File: src/rtl/io_pad_bank_if.sv
// GPIO pad bank signal bundle: core-side controls, pad levels, filtered inputs and interrupts.
// No latency of its own; the bank registers every output.
// No backpressure: all signals are level or single-cycle strobes.
interface io_pad_bank_if #(
    parameter int NUM_PINS = 16,
    parameter int DBNC_W   = 16
);
    logic [NUM_PINS-1:0] gpio_o;
    logic [NUM_PINS-1:0] gpio_oen;
    logic [NUM_PINS-1:0] od_mode_i;
    logic [NUM_PINS-1:0] dbnc_en_i;
    logic [DBNC_W-1:0]   dbnc_limit_i;
    logic [NUM_PINS-1:0] irq_rise_en_i;
    logic [NUM_PINS-1:0] irq_fall_en_i;
    logic [NUM_PINS-1:0] irq_clr_i;
    logic [NUM_PINS-1:0] pad_i;
    logic [NUM_PINS-1:0] pad_o;
    logic [NUM_PINS-1:0] pad_oe_o;
    logic [NUM_PINS-1:0] gpio_i;
    logic [NUM_PINS-1:0] irq_pend_o;
    logic                irq_o;

    modport master (
        output gpio_o, gpio_oen, od_mode_i, dbnc_en_i, dbnc_limit_i,
               irq_rise_en_i, irq_fall_en_i, irq_clr_i, pad_i,
        input  pad_o, pad_oe_o, gpio_i, irq_pend_o, irq_o
    );

    modport slave (
        input  gpio_o, gpio_oen, od_mode_i, dbnc_en_i, dbnc_limit_i,
               irq_rise_en_i, irq_fall_en_i, irq_clr_i, pad_i,
        output pad_o, pad_oe_o, gpio_i, irq_pend_o, irq_o
    );
endinterface

File: src/rtl/io_pad_bank.sv
// GPIO pad bank: push-pull/open-drain output drive, synchronised + debounced inputs, edge interrupts.
// Latency: output path 1 cycle; input SYNC_STAGES+L+1 cycles (SYNC_STAGES+1 with debounce bypassed).
// No backpressure: free-running per-pin pipelines, pending bits are sticky until cleared.
module io_pad_bank #(
    parameter int NUM_PINS    = 16,
    parameter int SYNC_STAGES = 2,
    parameter int DBNC_W      = 16
) (
    input  logic          clk_i,
    input  logic          reset_ni,
    io_pad_bank_if.slave  bus
);

    localparam logic [DBNC_W-1:0] CNT_ONE = DBNC_W'(1);

    logic [NUM_PINS-1:0] sync_q [SYNC_STAGES];
    logic [NUM_PINS-1:0] s;

    logic [NUM_PINS-1:0] st_q, st_d;
    logic [DBNC_W-1:0]   cnt_q [NUM_PINS];
    logic [DBNC_W-1:0]   cnt_d [NUM_PINS];
    logic [NUM_PINS-1:0] upd;
    logic [NUM_PINS-1:0] rise, fall;

    logic [NUM_PINS-1:0] pend_q, pend_d;
    logic [NUM_PINS-1:0] pad_q, pad_d;
    logic [NUM_PINS-1:0] oe_q, oe_d;

    // Output drive: open-drain never drives high, it only pulls low or releases.
    always_comb begin
        pad_d = bus.gpio_o & ~bus.od_mode_i;
        oe_d  = bus.gpio_oen & ~(bus.od_mode_i & bus.gpio_o);
    end

    always_ff @(posedge clk_i or negedge reset_ni) begin
        if (!reset_ni) begin
            pad_q <= '0;
            oe_q  <= '0;
        end else begin
            pad_q <= pad_d;
            oe_q  <= oe_d;
        end
    end

    always_ff @(posedge clk_i or negedge reset_ni) begin
        if (!reset_ni) begin
            for (int k = 0; k < SYNC_STAGES; k++) begin
                sync_q[k] <= '0;
            end
        end else begin
            sync_q[0] <= bus.pad_i;
            for (int k = 1; k < SYNC_STAGES; k++) begin
                sync_q[k] <= sync_q[k-1];
            end
        end
    end

    assign s = sync_q[SYNC_STAGES-1];

    // A disabled debounce acts as limit 0; >= keeps a lowered limit from stalling a running count.
    always_comb begin
        st_d = st_q;
        upd  = '0;
        for (int i = 0; i < NUM_PINS; i++) begin
            cnt_d[i] = cnt_q[i];
            if (s[i] == st_q[i]) begin
                cnt_d[i] = '0;
            end else if (cnt_q[i] >= (bus.dbnc_en_i[i] ? bus.dbnc_limit_i : '0)) begin
                st_d[i]  = s[i];
                cnt_d[i] = '0;
                upd[i]   = 1'b1;
            end else begin
                cnt_d[i] = cnt_q[i] + CNT_ONE;
            end
        end
    end

    always_ff @(posedge clk_i or negedge reset_ni) begin
        if (!reset_ni) begin
            st_q <= '0;
            for (int i = 0; i < NUM_PINS; i++) begin
                cnt_q[i] <= '0;
            end
        end else begin
            st_q <= st_d;
            for (int i = 0; i < NUM_PINS; i++) begin
                cnt_q[i] <= cnt_d[i];
            end
        end
    end

    // Set takes priority over clear so an edge coinciding with a clear is not lost.
    always_comb begin
        rise   = upd & st_d;
        fall   = upd & ~st_d;
        pend_d = (pend_q & ~bus.irq_clr_i)
               | (rise & bus.irq_rise_en_i)
               | (fall & bus.irq_fall_en_i);
    end

    always_ff @(posedge clk_i or negedge reset_ni) begin
        if (!reset_ni) begin
            pend_q <= '0;
        end else begin
            pend_q <= pend_d;
        end
    end

    assign bus.pad_o      = pad_q;
    assign bus.pad_oe_o   = oe_q;
    assign bus.gpio_i     = st_q;
    assign bus.irq_pend_o = pend_q;
    assign bus.irq_o      = |pend_q;

endmodule

File: src/flat_wrapper.sv
// flat-port wrapper written by rule: the top's interface ports become plain ports
module io_pad_bank_flat 
#(
    parameter int NUM_PINS    = 16,
    parameter int SYNC_STAGES = 2,
    parameter int DBNC_W      = 16
)
  (clk_i, reset_ni, bus_gpio_o, bus_gpio_oen, bus_od_mode_i, bus_dbnc_en_i, bus_dbnc_limit_i, bus_irq_rise_en_i, bus_irq_fall_en_i, bus_irq_clr_i, bus_pad_i, bus_pad_o, bus_pad_oe_o, bus_gpio_i, bus_irq_pend_o, bus_irq_o);
  io_pad_bank_if #(.NUM_PINS(NUM_PINS), .DBNC_W(DBNC_W)) bus_i ();
  input  logic clk_i;
  input  logic reset_ni;
  input wire logic [$bits(bus_i.gpio_o)-1:0] bus_gpio_o;
  input wire logic [$bits(bus_i.gpio_oen)-1:0] bus_gpio_oen;
  input wire logic [$bits(bus_i.od_mode_i)-1:0] bus_od_mode_i;
  input wire logic [$bits(bus_i.dbnc_en_i)-1:0] bus_dbnc_en_i;
  input wire logic [$bits(bus_i.dbnc_limit_i)-1:0] bus_dbnc_limit_i;
  input wire logic [$bits(bus_i.irq_rise_en_i)-1:0] bus_irq_rise_en_i;
  input wire logic [$bits(bus_i.irq_fall_en_i)-1:0] bus_irq_fall_en_i;
  input wire logic [$bits(bus_i.irq_clr_i)-1:0] bus_irq_clr_i;
  input wire logic [$bits(bus_i.pad_i)-1:0] bus_pad_i;
  output wire logic [$bits(bus_i.pad_o)-1:0] bus_pad_o;
  output wire logic [$bits(bus_i.pad_oe_o)-1:0] bus_pad_oe_o;
  output wire logic [$bits(bus_i.gpio_i)-1:0] bus_gpio_i;
  output wire logic [$bits(bus_i.irq_pend_o)-1:0] bus_irq_pend_o;
  output wire logic [$bits(bus_i.irq_o)-1:0] bus_irq_o;
  assign bus_i.gpio_o = bus_gpio_o;
  assign bus_i.gpio_oen = bus_gpio_oen;
  assign bus_i.od_mode_i = bus_od_mode_i;
  assign bus_i.dbnc_en_i = bus_dbnc_en_i;
  assign bus_i.dbnc_limit_i = bus_dbnc_limit_i;
  assign bus_i.irq_rise_en_i = bus_irq_rise_en_i;
  assign bus_i.irq_fall_en_i = bus_irq_fall_en_i;
  assign bus_i.irq_clr_i = bus_irq_clr_i;
  assign bus_i.pad_i = bus_pad_i;
  assign bus_pad_o = bus_i.pad_o;
  assign bus_pad_oe_o = bus_i.pad_oe_o;
  assign bus_gpio_i = bus_i.gpio_i;
  assign bus_irq_pend_o = bus_i.irq_pend_o;
  assign bus_irq_o = bus_i.irq_o;
  io_pad_bank #(.NUM_PINS(NUM_PINS), .SYNC_STAGES(SYNC_STAGES), .DBNC_W(DBNC_W)) u_core (.clk_i(clk_i), .reset_ni(reset_ni), .bus(bus_i));
endmodule
File: config.mk
export PLATFORM = sky130hd
export DESIGN_NAME = io_pad_bank_flat
export DESIGN_NICKNAME = d
export VERILOG_FILES = /design/src/rtl/io_pad_bank_if.sv /design/src/rtl/io_pad_bank.sv /design/src/flat_wrapper.sv
export SDC_FILE = /design/constraint.sdc
export NUM_CORES = 1
export LEC_CHECK = 0
export BUFFER_PORTS_ARGS = -buffer_cell sky130_fd_sc_hd__clkbuf_2
export CORE_MARGIN = 5
export CORE_UTILIZATION = 39
export CTS_CLUSTER_SIZE = 16
export DETAILED_ROUTE_END_ITERATION = 8
export GPL_ROUTABILITY_DRIVEN = 0
export SYNTH_ARGS = -nofsm -noshare
export SYNTH_HDL_FRONTEND = slang
export SYNTH_SLANG_ARGS = --single-unit
File: constraint.sdc
create_clock -name clk_i -period 5 [get_ports clk_i]
set_clock_uncertainty 0.15 [all_clocks]
set_input_delay 0.5 -clock clk_i [delete_from_list [all_inputs] [get_ports clk_i]]
set_output_delay 0.5 -clock clk_i [all_outputs]
set_load 0.01 [all_outputs]
==> reports/qor.csv <==
stage;metric;value;unit
timing;fin_hold_ws;0.0552;ns
timing;hold_viol_final;0;
global_routing;grt_overflow;0;
logic_synthesis;synthesis.nets;2696;
cts;insertion_delay;0.58;ns
timing;fin_crit;3.13;ns
cts;cts_buffer_depth;3;
worst_setup_path;path_max_fanout;15;
pwr;ir_drop;0.228;mV
final_layout;multi_input_area;12400;µm²
pwr;leakagePower;0.0126;µW
outcome;status;complete, no violations;
timing;clock.fmax;320;MHz
worst_setup_path;worstSetupStartpointType;input port;
global_routing;grt_max_degree;128;
detailed_routing;drt-pass1-iter-count;5;
global_routing;grt_usage;0.190;
global_routing;grt_pass1_vias;17900;
logic_synthesis;synthArstFlopShare;1.00;
worst_setup_path;end_kind;register;
die;start_util;0.395;
final_layout;area_growth;18.9;%
pwr;power_frac_comb;0.212;
place;dp_cells;3159;
logic_synthesis;yosysMostFrequentCell;dfrtp_1;
die;die_h;247;µm
die;ioPinCount;211;
timing;timing.final.crit_share;0.626;
die;core_area;55300;µm²
timing;rsz0062_at_grt;false;
logic_synthesis;synth_area;21800;µm²
worst_hold_path;hold_path_class;input port to register;
detailed_routing;drt-vias-per-instance;5.27;
pwr;clock_power_share;0.390;
cts;cts_setup_buffers;0;
cts;cts_sinks;352;
detailed_routing;avgRoutedWirePerCell;17.4;µm
logic_synthesis;synth_ff_type;dfrtp_1;
detailed_routing;ant_nets;0;
detailed_routing;drc;0;
worst_setup_path;setup.worst_path.class;input port to register;
timing;maxSlewHeadroom;0.266;
final_layout;final_cell_count_no_fill;3330;
pwr;power_density;331;nW/µm²
final_layout;n_fill_cell;5263;
cts;cts_made_buffers;44;
logic_synthesis;yosys_warnings;0;
worst_setup_path;cp_data_required_time;5.24;ns
place;port_buffers;210;
detailed_routing;first_iter_violations;1006;
die;dieArea;60800;µm²
logic_synthesis;synth.avg_cell_area;9.59;µm²
cts;cts-root-buf;clkbuf_16;
logic_synthesis;yosysSeqAreaShare;0.403;
cts;cts_tree;built;
logic_synthesis;yosysTopAreaCell;dfrtp_1;
global_routing;grt_pass1_wl;93900;µm
detailed_routing;wl;58000;µm
final_layout;seq_area;8810;µm²
pwr;p_int;5840;µW
run;drv_cap;0;
final_layout;nets;2965;
worst_setup_path;arrival;3.37;ns
cts;htree_levels;2;
logic_synthesis;synth-seq-cells;352;
final_layout;final_core_util;0.469;
pwr;power_switching;2760;µW
cts;holdBufCountCts;90;
logic_synthesis;synth.area.top_cells;dfrtp_1, ha_1, xor2_1;
logic_synthesis;syn_inst;2278;
global_routing;antenna_found_initial;3;
pwr;switching_share;0.321;
timing;fin_setup_tns;0;ns
logic_synthesis;synth_top_area_frac;0.403;
pwr;fin_total_pwr;8600;µW
cts;cts.clk_slew.worst_paths;0.06;ns
logic_synthesis;yosysUniqueCellTypes;47;
timing;worst_slew_pin_slew;1.10;ns
place;hpwl;39800;µm
cts;postCtsResizedCells;0;
pwr;pwr-share-seq;0.398;
logic_synthesis;synth_edf_count;0;
final_layout;drive_gt1_frac;0.145;
die;row_count;86;
timing;setup_viol;0;
detailed_routing;dr_total_vias;17500;
logic_synthesis;synth_common_cells;dfrtp_1, nand2_1, ha_1;
timing;slew_violations;0;
die;dieWidth;247;µm
critical path, cell delays in order:
cell and delay (ns):
clkbuf_2 0.45, nand2_1 0.11, ha_1 0.34, nand4_1 0.13
or3_1 0.41, nor4_1 0.35, or4b_1 0.91, nor2_1 0.13
sequential cells by signal, indices dropped and copies added (netlist names):
name	cells
u_core.s	16
u_core.sync_q	16
u_core.bus.pad_o	16
u_core.bus.gpio_i	16
u_core.bus.irq_pend_o	16
u_core.bus.pad_oe_o	16
u_core.cnt_q	256
path summary, 6_finish.rpt:
kind	depth (start not counted)	end	slack, ns	start
worst max-delay path	8	u_core.cnt_q[37]	1.87	bus_dbnc_limit_i[15]
worst min-delay path	3	u_core.bus.irq_pend_o[0]	0.06	bus_irq_clr_i[0]
worst max register to register	6	u_core.cnt_q[37]	1.97	u_core.cnt_q[45]
worst min register to register	0	u_core.s[6]	0.19	u_core.sync_q[22]
max in group asynchronous	3	u_core.bus.pad_oe_o[15]	3.09	reset_ni
min in group asynchronous	2	u_core.cnt_q[112]	0.38	reset_ni
layout by cell type (no fill, tap or decap), types with 50 or more instances in the layout:
| master | count |
|---|---|
| ha_1 | 272 |
| inv_1 | 50 |
| nor2_1 | 238 |
| xor2_1 | 206 |
| nand2_1 | 344 |
| clkbuf_2 | 209 |
| nand4_1 | 80 |
| nand3_1 | 117 |
| dlygate4sd3_1 | 90 |
| a21oi_1 | 61 |
| dfrtp_1 | 352 |
power groups by stage:
stage	Sequential, µW	Combinational (µW)	Clock (µW)
after floorplan	3420	1300	0
after global placement	3460	1730	0
after detailed placement	3470	1780	0
after CTS	3420	1850	3460
after global routing	3470	2070	3560
final	3420	1820	3350
through the flow:
stage               instance area [µm²]  worst slack [ns]
floorplan                         21800              1.99
global placement                  23500              1.42
detailed placement                23500              1.34
CTS                               26000              1.94
global route                      26000              1.70
finish                            26000              1.87
routing by layer:
metal / GRT usage / vias up / wire length, µm / part of all wire
met5: 0 / - / 13 / 0.00022
met4: 0.0681 / 2 / 1960 / 0.034
met3: 0.0293 / 113 / 2770 / 0.048
met2: 0.323 / 383 / 27800 / 0.48
met1: 0.248 / 8545 / 25400 / 0.44
li1: - / 8497 / - / -
final cells by class:
type	count	area share
multi-input cells	1787	0.478
flip-flops and latches	352	0.339
repair buffers	312	0.0800
clock buffers	57	0.0482
well taps	748	0.0360
clock inverters	22	0.0112
inverters	50	0.00723
diodes	2	0.000193
cells by family (layout without fill, tap and decap cells):
group,after synthesis,in the layout,share of synthesized area
xor+xnor,240,240,0.0962
other cells,0,2,0
flops,352,352,0.403
buf+inv,139,441,0.0289
fa+ha+maj,272,272,0.156
compound gates,222,222,0.0712
mux,16,16,0.00825
simple gates,1037,1037,0.236
No activity file was read; power rests on OpenSTA's default activity.
